$ cat config.mk
export PLATFORM = sky130hd
export DESIGN_NAME = updown_sweep_ctrl
export DESIGN_NICKNAME = d
export VERILOG_FILES = /design/src/rtl/updown_sweep_ctrl_pkg.sv /design/src/rtl/updown_sweep_ctrl_up_down_counter.sv /design/src/rtl/updown_sweep_ctrl.sv
export SDC_FILE = /design/constraint.sdc
export NUM_CORES = 1
export LEC_CHECK = 0
export ABC_AREA = 0
export ABC_CLOCK_PERIOD_IN_PS = 2300
export CAP_MARGIN = 5
export CORE_UTILIZATION = 25
export CTS_CLUSTER_DIAMETER = 80
export CTS_CLUSTER_SIZE = 16
export DETAILED_ROUTE_END_ITERATION = 10
export HOLD_SLACK_MARGIN = 0.1
export PLACE_DENSITY = 0.47
export SLEW_MARGIN = 40
export SYNTH_ARGS = -nofsm -noshare
export SYNTH_HDL_FRONTEND = slang
export SYNTH_HIERARCHICAL = 1
export SYNTH_SLANG_ARGS = --single-unit
export TNS_END_PERCENT = 30
$ cat constraint.sdc
create_clock -name clk -period 2.3 [get_ports clk]
set_input_delay 0.23 -clock clk [delete_from_list [all_inputs] [get_ports clk]]
set_output_delay 0.23 -clock clk [all_outputs]
set_load 0.05 [all_outputs]
$ cat src/rtl/updown_sweep_ctrl_pkg.sv
// Shared definitions for the triangle-sweep sequencer and its counter datapath.
package updown_sweep_ctrl_pkg;

  localparam int unsigned DEF_WIDTH   = 3;
  localparam int unsigned DEF_SWEEP_W = 4;

  typedef enum logic [2:0] {
    ST_IDLE = 3'd0,
    ST_LOAD = 3'd1,
    ST_UP   = 3'd2,
    ST_DOWN = 3'd3,
    ST_DONE = 3'd4
  } state_t;

endpackage

$ cat src/rtl/updown_sweep_ctrl_up_down_counter.sv
// Loadable up/down counter; load takes priority over a step.
module up_down_counter
  import updown_sweep_ctrl_pkg::*;
#(
  parameter int unsigned WIDTH = DEF_WIDTH
) (
  input  logic             clk,
  input  logic             rst_n,
  input  logic             load,
  input  logic [WIDTH-1:0] load_val,
  input  logic             step_en,
  input  logic             up,
  output logic [WIDTH-1:0] count
);

  always_ff @(posedge clk or negedge rst_n) begin
    if (!rst_n) begin
      count <= '0;
    end else if (load) begin
      count <= load_val;
    end else if (step_en) begin
      count <= up ? count + WIDTH'(1) : count - WIDTH'(1);
    end
  end

endmodule

$ cat src/rtl/updown_sweep_ctrl.sv
// Sequencer driving an up/down counter through a programmed number of lo->hi->lo sweeps.
module updown_sweep_ctrl
  import updown_sweep_ctrl_pkg::*;
#(
  parameter int unsigned WIDTH   = DEF_WIDTH,
  parameter int unsigned SWEEP_W = DEF_SWEEP_W
) (
  input  logic               clk,
  input  logic               rst_n,
  input  logic               start,
  input  logic               abort,
  input  logic               hold,
  input  logic [WIDTH-1:0]   lo,
  input  logic [WIDTH-1:0]   hi,
  input  logic [SWEEP_W-1:0] n_sweeps,
  output logic [WIDTH-1:0]   count,
  output logic               dir_up,
  output logic               busy,
  output logic               done,
  output logic               cfg_err,
  output logic [SWEEP_W-1:0] sweeps_done
);

  state_t             state, state_next;
  logic [WIDTH-1:0]   lo_q, hi_q;
  logic [SWEEP_W-1:0] n_q;
  logic [SWEEP_W-1:0] sd_next, sd_inc;
  logic               latch_cfg, cfg_err_next;
  logic               ctr_load, ctr_step, ctr_up;

  assign sd_inc = sweeps_done + SWEEP_W'(1);

  up_down_counter #(.WIDTH(WIDTH)) u_ctr (
    .clk      (clk),
    .rst_n    (rst_n),
    .load     (ctr_load),
    .load_val (lo_q),
    .step_en  (ctr_step),
    .up       (ctr_up),
    .count    (count)
  );

  always_ff @(posedge clk or negedge rst_n) begin
    if (!rst_n) begin
      state       <= ST_IDLE;
      lo_q        <= '0;
      hi_q        <= '0;
      n_q         <= '0;
      sweeps_done <= '0;
      dir_up      <= 1'b0;
      busy        <= 1'b0;
      done        <= 1'b0;
      cfg_err     <= 1'b0;
    end else begin
      state       <= state_next;
      sweeps_done <= sd_next;
      if (latch_cfg) begin
        lo_q <= lo;
        hi_q <= hi;
        n_q  <= n_sweeps;
      end
      // Outputs are registered from the next state so they line up with it.
      dir_up  <= (state_next == ST_UP);
      busy    <= (state_next == ST_LOAD) || (state_next == ST_UP) ||
                 (state_next == ST_DOWN);
      done    <= (state_next == ST_DONE);
      cfg_err <= cfg_err_next;
    end
  end

  always_comb begin
    state_next   = state;
    sd_next      = sweeps_done;
    latch_cfg    = 1'b0;
    cfg_err_next = 1'b0;
    ctr_load     = 1'b0;
    ctr_step     = 1'b0;
    ctr_up       = 1'b0;
    case (state)
      ST_IDLE: begin
        if (start) begin
          latch_cfg = 1'b1;
          if ((lo >= hi) || (n_sweeps == '0)) begin
            cfg_err_next = 1'b1;
          end else begin
            state_next = ST_LOAD;
          end
        end
      end
      ST_LOAD: begin
        if (abort) begin
          state_next = ST_IDLE;
        end else if (!hold) begin
          ctr_load   = 1'b1;
          sd_next    = '0;
          state_next = ST_UP;
        end
      end
      ST_UP: begin
        if (abort) begin
          state_next = ST_IDLE;
        end else if (!hold) begin
          ctr_step = 1'b1;
          if (count == hi_q) begin
            state_next = ST_DOWN;
          end else begin
            ctr_up = 1'b1;
          end
        end
      end
      ST_DOWN: begin
        if (abort) begin
          state_next = ST_IDLE;
        end else if (!hold) begin
          if (count == lo_q) begin
            sd_next = sd_inc;
            if (sd_inc == n_q) begin
              state_next = ST_DONE;
            end else begin
              ctr_step   = 1'b1;
              ctr_up     = 1'b1;
              state_next = ST_UP;
            end
          end else begin
            ctr_step = 1'b1;
          end
        end
      end
      ST_DONE: begin
        state_next = ST_IDLE;
      end
      default: begin
        state_next = ST_IDLE;
      end
    endcase
  end

endmodule

---- Yosys cells after proc, flatten, opt, wreduce, memory -nomap -nowiden ----
Index checks and enable logic that the tools add are counted.
W data, S select, Z words.
word-level totals
  register bits ........................... 24
operators by class
  eq/ne operators ......................... 15
  add/subtract/negate cells ............... 3
  order comparisons ....................... 1
  multiplexer cells ....................... 41
  reductions and logical operators ........ 8
operators with widths
  kind                   number
  $mux W3                14
  $mux W4                5
  $mux W1                18
  $eq A3 B2 Y1 const B   4
  $pmux W3 S4            1
  $ne A2 B2 Y1 const B   5
  $pmux W4 S2            1
  $eq A3 B1 Y1 const B   2
  $eq A3 B3 Y1           2
  $reduce_and A6 Y1      1
  $add A4 B1 Y4 const B  1
  $eq A4 B4 Y1           1
  $logic_not A4 Y1       1
  $pmux W1 S2            2
  $reduce_bool A2 Y1     2
  $add A3 B1 Y3 const B  1
  $eq A3 B3 Y1 const B   1
  $ge A3 B3 Y1           1
  $logic_not A3 Y1       1
  $logic_or A1 B1 Y1     3
  $sub A3 B1 Y3 const B  1

---- Logic depth before layout (Yosys ltp) ----
Gate-level depths: netlist of run 1.
  depth in word-level cells ............... 10
  mapped depth ............................ 10
  mapped depth without buffers ............ 10

---- By module ----
Netlist of run 1, hierarchy kept.
modules (own cells, without submodules)
  module             cells each  times used  area an instance (um2)
  updown_sweep_ctrl  102         1           1,162.4
  up_down_counter    17          1           177.7

---- Worst setup path after synthesis of run 1 ----
Ideal clock, no wire load.
  path type ............................... reg2reg
  from .................................... register sweeps_done[0]
  to ...................................... register u_ctr.count[2]
  path buffers ............................ 0
  setup time .............................. 0.070 ns
  slack ................................... -0.486 ns
  arrival ................................. 2.716 ns
  cell stages (with the launch flop) ...... 11
  data required time ...................... 2.230 ns
  clock period less this slack ............ 2.786 ns
  path through ............................ dfrtp_1 -> ha_1 -> xor3_1 -> nor3_2 -> a21oi_1 -> o21a_1 -> inv_1 -> fa_1 -> xor2_1 -> or4b_1 -> nand3_1
on the way
  cells in the longest elaborated chain, start to end .. 10
  elaborated cells between the ends (all ways) .. 15
ends and longest elaborated chain
  what                    RTL line                                 text
  start, declared         updown_sweep_ctrl.sv:21                  output logic [SWEEP_W-1:0] sweeps_done
  start signal, assigned  updown_sweep_ctrl.sv:56                  sweeps_done <= sd_next;
  $add A4 B1 Y4           updown_sweep_ctrl.sv:31                  assign sd_inc = sweeps_done + SWEEP_W'(1);
  $eq A4 B4 Y1            updown_sweep_ctrl.sv:117                 if (sd_inc == n_q) begin
  $mux W1                 updown_sweep_ctrl.sv:117
  $mux W1                 updown_sweep_ctrl.sv:115                 if (count == lo_q) begin
  $mux W1                 updown_sweep_ctrl.sv:114                 end else if (!hold) begin
  $mux W1                 updown_sweep_ctrl.sv:112                 if (abort) begin
  $pmux W1 S2             updown_sweep_ctrl.sv:79                  case (state)
  net ctr_up              updown_sweep_ctrl.sv:29                  logic ctr_load, ctr_step, ctr_up;
  $mux W3                 updown_sweep_ctrl_up_down_counter.sv:22  count <= up ? count + WIDTH'(1) : count - WIDTH'(1);
  $mux W3                 updown_sweep_ctrl_up_down_counter.sv:21  end else if (step_en) begin
  $mux W3                 updown_sweep_ctrl_up_down_counter.sv:19  end else if (load) begin
  end signal, assigned    updown_sweep_ctrl_up_down_counter.sv:20  count <= load_val;
  end signal, assigned    updown_sweep_ctrl_up_down_counter.sv:22
  end, declared           updown_sweep_ctrl_up_down_counter.sv:13  output logic [WIDTH-1:0] count
The timed path passes the listed nets, and every way through them passes these cells. The select of a mux whose other input is x is not followed.
A chain may end at the register's enable or synchronous reset.

---- Worst setup path in the final report of run 1 ----
  from .................................... register sweeps_done[1]
  to ...................................... register u_ctr.count[2]
The elaborated chain is that of the path after synthesis.

==> impl_metrics.tcl, run 1 <==
set metrics [dict create \
    antenna_left 0 \
    irDropWorstVdd_v 0.0002918 \
    arrival_ps 2580 \
    vias_per_cell 4.428 \
    synthesis.area_mm2 0.001340 \
    hold_viol 0 \
    clkSinkCount 24 \
    maxCapViolCount 0 \
    grt_max_degree 25 \
    rsz0062_at_grt "yes" \
    grt_pass1_wl_um 4981 \
    routabilityCongestion 0.8487 \
    ios 26 \
    cts_buffers 3 \
    wirelength_um 3038 \
    final_common_cell "clkdlybuf4s50_1" \
    diodes 0 \
    powerDensity_mw_per_mm2 883.5 \
    power.leakage_nw 0.8199 \
    synth_nets 139 \
    fin_hold_ws_ps 307.6 \
    gr-total-overflow 0 \
    antenna_found_initial 0 \
    violations "setup timing" \
    wire_per_inst_um 12.87 \
    die_width_um 75.21 \
    finalPower_mw 1.707 \
    relSlewSlack 0.6701 \
    drcViolationCount 0 \
    fp.dieH_um 75.21 \
    clkTransAtPathRegs_ps 100 \
    grtUsageTotal 0.1182 \
    yosys.area.top_type "dfrtp_1" \
    port_buffers 25 \
    required_ps 2510 \
    synth_ff_type "dfrtp_1" \
    min_period_ps 2370 \
    worstMarginPinSlew_ps 493.4 \
    layout_setup_ws_ps -70.40 \
    core_area_mm2 0.005140 \
    ys_ff_latch 24 \
    fmax_mhz 421.9 \
    fin_util 0.3759 \
    finalMaxSlewViolations 0 \
    cts_root_buf "clkbuf_8" \
    synth.distinct_cells 42 \
    areaGrowthSynthToFinish_pct 44.16 \
    synth_edf_count 0 \
    final_nets 187 \
    fin_crit_sh 1.031 \
    vias 1045 \
    synth_area_leaders "dfrtp_1 45%, mux2_2 9.2%, xnor2_1 5.2%, ha_1 3.7%, xor2_1 3.3%" \
    rows 26 \
    finalSetupViolCount 1 \
    avgSynthCellArea_um2 11.26 \
    grt_pass1_vias 1049 \
    dpl.hpwl_um 2353 \
    hold_class "input port to async pin" \
    ys_async_sr_fraction 1.000 \
    outcome "complete, but fails checks" \
    clock_skew_ps 8.745 \
    initial_core_util 0.2607 \
    reg2reg_depth 10 \
    crit_type "flop to flop" \
    critPathMaxFanout 2 \
    endpoint_kind "flop" \
    htree_levels 1 \
    drive_gt1_frac 0.3072 \
    clk_path_buf_depth 2 \
    die_area_mm2 0.005657 \
    netlist.area_leader.share 0.4482 \
    final_cell_mix "25 x clkdlybuf4s50_1, 20 x buf_4, 18 x dfrtp_1" \
    drtIter0Drc 34 \
    yosys_warnings 6 \
    post_cts_buffers 0 \
    syn_inst 119 \
    clkLatencyLatePin_ps 270 \
    firstDrtPassIters 4 \
    crit_path_start_kind "flop" \
    yosysSeqAreaShare 0.4482 \
    cts_tree "done" \
]
==> what timing repair did <==
action	CTS	global route
hold buffers	0	0
endpoints found under the setup margin	1	1
pin swaps	1	0
gates resized for setup	0	3
==> critical path, stage by stage (launching register included) <==
cell     delay (ps)
dfrtp_2         440
ha_4            290
xor2_2          130
nor3_2           60
a21oi_1         150
o21a_1          150
inv_1            60
fa_2            330
xor2_1          150
or4b_1          460
nand3_1          80
==> area by class of cell <==
class	count	area, um^2
sequential	24	608.1
timing repair buffer	45	400.4
inverter	8	30.03
tap	70	87.58
clock inverter	1	30.03
clock buffer	3	41.29
fill	543	3208
multi-input combinational	85	734.5
==> per-stage QoR <==
step           worst slack [ps]  cells  instance area [um^2]  setup TNS (ps)
2_1_floorplan            -149.7    119                  1363          -149.7
3_3_place_gp             -29.63    232                  1838          -29.63
3_5_place_dp             -86.62    232                  1838          -86.62
4_1_cts                  -94.49    236                  1909          -94.49
5_1_grt                  -192.6    236                  1932          -192.6
6_report                 -70.40    236                  1932          -70.40
==> logic make-up (layout without fill, tap and decap cells) <==
family,count (synthesis),in the layout,share of synthesized area
AO/OA/AOI/OAI,18,18,0.09805
XOR/XNOR,14,14,0.1027
adder cells (fa/ha/maj),5,5,0.05229
buffers and inverters,10,57,0.03175
flip-flops,24,24,0.4482
multiplexers,12,12,0.09991
AND/OR/NAND/NOR,36,36,0.1671
==> cells in the mapped netlist, types with 3 or more instances <==
cell / count
nand3_1: 3
o21ai_0: 4
mux2_2: 11
xnor2_1: 8
ha_1: 4
xor2_1: 5
inv_1: 8
dfrtp_1: 24
nand2_1: 7
nor2b_1: 4
nor2_1: 5
==> flip-flops by register name (all words and copies together), names as in the netlist <==
register and flops:
hi_q 3, cfg_err 1, dir_up 1, n_q 4, sweeps_done 4, state 3, lo_q 3, u_ctr/count 3
done 1, busy 1
==> routing by layer <==
layer  wire length, um  track usage
met4                32      0.03086
met5                 0            0
met1              1364       0.1593
met2              1545       0.1962
met3                94      0.02142
==> power by group <==
group	internal [mW]	leakage (nW)	switching (mW)
clock network	0.233	0.0357	0.152
logic	0.358	0.492	0.374
registers	0.513	0.292	0.0773
total	1.10	0.820	0.603
==> final timing paths <==
path	from	to	slack, ps
max	sweeps_done[1]$_DFFE_PN0P_	u_ctr/count[2]$_DFFE_PN0P_	-70
min	rst_n	sweeps_done[3]$_DFFE_PN0P_	310
max reg2reg	sweeps_done[1]$_DFFE_PN0P_	u_ctr/count[2]$_DFFE_PN0P_	-70
min reg2reg	n_q[3]$_DFFE_PN0P_	n_q[3]$_DFFE_PN0P_	530
max in group asynchronous	rst_n	u_ctr/count[0]$_DFFE_PN0P_	1710
min in group clk	n_q[3]$_DFFE_PN0P_	n_q[3]$_DFFE_PN0P_	530
(Power assumes the default switching activity.)
==> inputs of run 2 (changes only) <==
Settings changed: ABC_CLOCK_PERIOD_IN_PS 2300 to 2450, PLACE_DENSITY 0.47 to 0.45.
Clock period 2.3 ns to 2.45 ns, I/O delays scaled along.
==> run 2 against run 1 <==
Net effect:
- the run now ends clean
- sequential share of layout area up 1.2 points
- clock-buffer cell count up 1
- sequential power down 5.6%
- die area unchanged
- clock power down 29%
- largest cell class unchanged
- largest power group unchanged
==> impl_metrics.tcl, run 2 (synthesis gave the netlist of run 1 again) <==
set metrics [dict create \
    outcome "finished clean" \
    min_period_ps 2338 \
    intPower_uw 937.9 \
    finalMaxSlewViolations 0 \
    relSlewSlack 0.6630 \
    grt_pass1_vias 1030 \
    max_stage_delay_ps 460 \
    core_area_mm2 0.005140 \
    crit_slowest_cell "or4b_1" \
    required_ps 2650 \
    clkLatencyLatePin_ps 260 \
    initial_core_util 0.2607 \
    setup_tns_ps 0 \
    switching_share 0.3722 \
    drive_gt1_frac 0.2767 \
    final_area_mm2 0.001859 \
    finalSetupViolCount 0 \
    ios 26 \
    grt_pass1_wl_um 4843 \
    maxCapViolCount 0 \
    crit_type "flop to flop" \
    areaGrowthSynthToFinish_pct 38.75 \
    dp_cells 224 \
    hold_viol 0 \
    finalPower_mw 1.494 \
    r2r-start "sweeps_done[1]$_DFFE_PN0P_" \
    endpoint_kind "flop" \
    wire_per_inst_um 13.17 \
    port_buffers 25 \
    grt_max_degree 25 \
    htree_levels 1 \
    clk_path_buf_depth 2 \
    diodes 0 \
    worstReg2RegEnd "u_ctr/count[2]$_DFFE_PN0P_" \
    reg_top3 "n_q x4, sweeps_done x4" \
    grtUsageTotal 0.1160 \
    cts_tree "done" \
    arrival_ps 2540 \
    dpl.hpwl_um 2344 \
    fin_crit_sh 0.9543 \
    clock_skew_ps 1.079 \
    vias_per_cell 4.480 \
    p_clk_frac 0.182 \
    final_nets 180 \
    rows 26 \
    routabilityCongestion 0.7813 \
    worstMarginPinSlew_ps 503.9 \
    drcViolationCount 0 \
    ctsHoldBuffers 0 \
    rsz0062_at_grt "yes" \
    combPwrFrac 0.445 \
    antenna_left 0 \
    cts_root_buf "clkbuf_8" \
    reg2reg_depth 10 \
    clkSinkCount 24 \
    fmax_mhz 427.7 \
    hold_class "input port to async pin" \
    gr-total-overflow 0 \
    cts_buffers 3 \
    crit_path_start_kind "flop" \
    layout_setup_ws_ps 112.1 \
    power.switching_uw 556.0 \
    irDropWorstVdd_v 0.0002240 \
    fin_util 0.3617 \
    wirelength_um 3017 \
    crit_chain "ha_4, xor2_2, nor3_2, a21oi_2, o21a_1, inv_1, fa_2, xor2_1, or4b_1, nand3_1" \
    dp_slack_ps 47.34 \
    fin_hold_ws_ps 332.2 \
    final_common_cell "clkdlybuf4s50_1" \
    power.leakage_nw 0.7735 \
    pwr-share-seq 0.373 \
    powerDensity_mw_per_mm2 803.4 \
    critPathMaxFanout 3 \
    final_cells 229 \
    dpl-instance-area_mm2 0.001778 \
    die_width_um 75.21 \
    drtIter0Drc 23 \
    vias 1026 \
    die_area_mm2 0.005657 \
    regToRegSetupSlack_ps 110 \
    antenna_found_initial 0 \
    fp.dieH_um 75.21 \
    clkTransAtPathRegs_ps 90 \
    firstDrtPassIters 6 \
    final_cell_mix "25 x clkdlybuf4s50_1, 18 x dfrtp_1, 13 x buf_4" \
]
run 2: cell count changes in the layout (fill, tap and decap cells not counted), sizes merged:
cell / change
buf: -7
bufinv: -1
clkbuf: +1
run 2: per-layer routing:
layer | track usage | vias to the layer above | wire [um]
met1 | 0.1513 | 504 | 1453
met2 | 0.1972 | 19 | 1427
met5 | 0 | - | 0
met3 | 0.02410 | 2 | 111
met4 | 0.02881 | 0 | 25
li1 | - | 501 | -
run 2: how the worst max path moves through the flow:
stage | startpoint | to | slack (ps) | cells after the start
after global placement | abort | u_ctr/count[2]$_DFFE_PN0P_ | 90 | 8
final | sweeps_done[1]$_DFFE_PN0P_ | u_ctr/count[2]$_DFFE_PN0P_ | 110 | 10
after floorplan | sweeps_done[0]$_DFFE_PN0P_ | u_ctr/count[2]$_DFFE_PN0P_ | 0.3 | 10
after global routing | sweeps_done[1]$_DFFE_PN0P_ | u_ctr/count[2]$_DFFE_PN0P_ | 1 | 10
after detailed placement | sweeps_done[1]$_DFFE_PN0P_ | u_ctr/count[2]$_DFFE_PN0P_ | 50 | 10
after CTS | sweeps_done[1]$_DFFE_PN0P_ | u_ctr/count[2]$_DFFE_PN0P_ | 20 | 10
run 2: critical path, delay by kind of cell, from the launching register on:
family / cells / cell delay [ps]
compound gates: 2 / 260
xor+xnor: 2 / 290
fa+ha+maj: 2 / 620
buf+inv: 1 / 50
flops: 1 / 440
simple gates: 3 / 610
run 2: layout make-up:
class,count,area [um^2]
Tap cell,70,87.58
Fill cell,555,3281
Multi-Input combinational cell,85,730.7
Timing Repair Buffer,38,347.8
Sequential cell,24,608.1
Inverter,8,30.03
Clock buffer,4,55.05
run 2: power groups by stage:
stage	registers, mW	logic [mW]	clock network [mW]
CTS	0.554	0.659	0.284
global route	0.570	0.713	0.302
global placement	0.559	0.647	0
finish	0.557	0.664	0.272
detailed placement	0.561	0.656	0
floorplan	0.668	0.296	0
run 2: repair_timing:
item	in CTS	in global routing
buffers inserted	0	1
setup endpoints to repair	0	1
resized for setup	0	3
==> inputs of run 3 (changes only) <==
Settings changed: PLACE_DENSITY 0.45 to 0.46, SYNTH_HIERARCHICAL 1 to unset.
==> run 3 against run 2 <==
Net effect:
- routed wire length shrank 5.3%
- die area is 3.4% lower
- register-to-register slack worse by 20 ps
- maximum frequency is 0.94% lower
- critical endpoint is now u_ctr.count[2]$_DFFE_PN0P_
- critical path type unchanged
==> impl_metrics.tcl, run 3 <==
set metrics [dict create \
    finalMaxSlewViolations 0 \
    rsz0062_at_grt "no" \
    drcViolationCount 0 \
    grt_pass1_vias 1047 \
    wire_per_inst_um 12.27 \
    ys_async_sr_fraction 1.000 \
    clkLatencyLatePin_ps 270 \
    irDropWorstVdd_v 0.0005856 \
    avgSynthCellArea_um2 10.87 \
    hold_class "input port to async pin" \
    clk_path_buf_depth 2 \
    synth_fa_ha_area_frac 0.05416 \
    wirelength_um 2858 \
    synth_edf_count 0 \
    firstDrtPassIters 4 \
    critPathMaxFanout 4 \
    r2r-start "state[2]$_DFF_PN0_" \
    reg_top3 "n_q x4, sweeps_done x4" \
    powerDensity_mw_per_mm2 834.7 \
    port_buffers 25 \
    diodes 0 \
    worstMarginPinSlew_ps 495.8 \
    hold_viol 0 \
    antenna_found_initial 0 \
    final_common_cell "clkdlybuf4s50_1" \
    die_width_um 73.94 \
    htree_levels 1 \
    grt_pass1_wl_um 4961 \
    crit_buf_inv 0 \
    initial_core_util 0.2668 \
    final_area_mm2 0.001946 \
    vias_per_cell 4.425 \
    cts_buffers 3 \
    clock_skew_ps 8.258 \
    synth_nets 139 \
    synthTopCellsByCount "24 x dfrtp_1, 9 x mux2_2, 7 x nand2_1, 7 x nor2_1" \
    crit_family "simple AND/OR/NAND/NOR gates" \
    regToRegSetupSlack_ps 90 \
    synth-xor-area-share 0.09188 \
    final_cell_mix "23 x clkdlybuf4s50_1, 19 x buf_4, 17 x dfrtp_1" \
    syn_inst 119 \
    grtUsageTotal 0.1223 \
    drive_gt1_frac 0.3434 \
    synthMuxAreaShare 0.07834 \
    die_area_mm2 0.005466 \
    core_area_mm2 0.004848 \
    dpl-instance-area_mm2 0.001784 \
    drtIter0Drc 77 \
    grt_max_degree 25 \
    synth_top_family_by_area "simple AND/OR/NAND/NOR gates" \
    synth_ff_type "dfrtp_1" \
    power.leakage_nw 0.8720 \
    gr-total-overflow 0 \
    required_ps 2600 \
    netlist.area_leader.share 0.4642 \
    yosys.area.top_type "dfrtp_1" \
    ys_ff_latch 24 \
    maxCapViolCount 0 \
    crit_path_start_kind "flop" \
    endpoint_kind "flop" \
    synthesis.area_mm2 0.001294 \
    crit_chain "nor2_4, nand2b_4, or3_4, and2_4, fa_2, a21boi_1, o211a_1, or3b_1" \
    crit_type "flop to flop" \
    finalSetupViolCount 0 \
    crit_slowest_cell "dfrtp_1" \
    synth_compound_area_frac 0.1161 \
    synthSimpleGateAreaFrac 0.1750 \
    clkSinkCount 24 \
    cts_tree "done" \
    worstReg2RegEnd "u_ctr.count[2]$_DFFE_PN0P_" \
    clkTransAtPathRegs_ps 90 \
    dpl.hpwl_um 2212 \
    synth_area_leaders "dfrtp_1 46%, mux2_2 7.8%, xor2_1 4.1%, ha_1 3.9%, xnor2_1 3.4%" \
    routabilityCongestion 0.7822 \
    arrival_ps 2510 \
    finalPower_mw 1.624 \
    relSlewSlack 0.6684 \
    yosys.cell_count.top_type "dfrtp_1" \
    fin_crit_sh 0.9633 \
    final_nets 187 \
    synth.distinct_cells 40 \
    yosys_warnings 0 \
    rows 25 \
    areaGrowthSynthToFinish_pct 50.39 \
    ios 26 \
    antenna_left 0 \
    outcome "finished clean" \
    max_stage_delay_ps 430 \
    vias 1031 \
    ctsHoldBuffers 0 \
    cts_root_buf "clkbuf_8" \
    fp.dieH_um 73.94 \
    yosysSeqAreaShare 0.4642 \
    reg2reg_depth 8 \
    fmax_mhz 423.7 \
    min_period_ps 2360 \
]
-- run 3: repair_timing --
item / 4_1_cts / 5_1_grt
endpoints found under the hold margin: 0 / 0
setup buffers: 0 / 3
gates resized for setup: 5 / 9
setup endpoints to repair: 1 / 1
pin swaps: 0 / 4
-- run 3: worst max path at each step --
stage | from | slack (ps) | endpoint | cells after the start
floorplan | sweeps_done[0]$_DFFE_PN0P_ | -40 | u_ctr.count[2]$_DFFE_PN0P_ | 9
global placement | hold | -330 | u_ctr.count[2]$_DFFE_PN0P_ | 9
detailed placement | hold | -370 | u_ctr.count[2]$_DFFE_PN0P_ | 9
CTS | hold | 6 | u_ctr.count[2]$_DFFE_PN0P_ | 9
global route | state[2]$_DFF_PN0_ | 2 | u_ctr.count[2]$_DFFE_PN0P_ | 8
finish | state[2]$_DFF_PN0_ | 90 | u_ctr.count[2]$_DFFE_PN0P_ | 8
-- run 3: per-layer routing --
metal | up-vias | wire length (um) | global-route usage
met4 | 0 | 22 | 0.02564
li1 | 514 | - | -
met3 | 2 | 102 | 0.03388
met2 | 21 | 1359 | 0.1960
met1 | 494 | 1373 | 0.1654
met5 | - | 0 | 0
-- run 3: area by class of cell --
cell class                      count  area, um^2
Clock buffer                        3       41.29
Clock inverter                      1       30.03
Fill cell                         493        2903
Inverter                            6       22.52
Multi-Input combinational cell     88       760.7
Sequential cell                    24       609.3
Tap cell                           67       83.83
Timing Repair Buffer               44       397.9
-- run 3: logic make-up (layout without fill, tap and decap cells) --
group	after synthesis	count (layout)
AOI/OAI and AO/OA	21	21
xor gates and xnor gates	12	12
adders and majority gates	5	5
buffers and inverters	7	54
DFF	24	24
muxes	9	9
and+or+nand+nor	41	41
-- run 3: power by group --
group | leakage [nW] | internal [mW] | switching (mW) | total, mW
clock network | 0.0357 | 0.218 | 0.126 | 0.344
logic | 0.544 | 0.357 | 0.356 | 0.713
registers | 0.292 | 0.482 | 0.0850 | 0.567
-- run 3: stage by stage --
stage | TNS [ps] | hold slack, ps | std cells | setup slack, ps | utilization
final | 0 | 326.6 | 233 | 89.92 | 0.4013
after detailed placement | -370.4 | 518.8 | 226 | -370.4 | 0.3680
after global routing | 0 | 349.2 | 233 | 1.987 | 0.4013
after floorplan | -43.69 | -50.59 | 119 | -43.69 | -
after global placement | -326.7 | 517.3 | 226 | -326.7 | 0.3680
after CTS | 0 | 331.4 | 230 | 6.353 | 0.3868
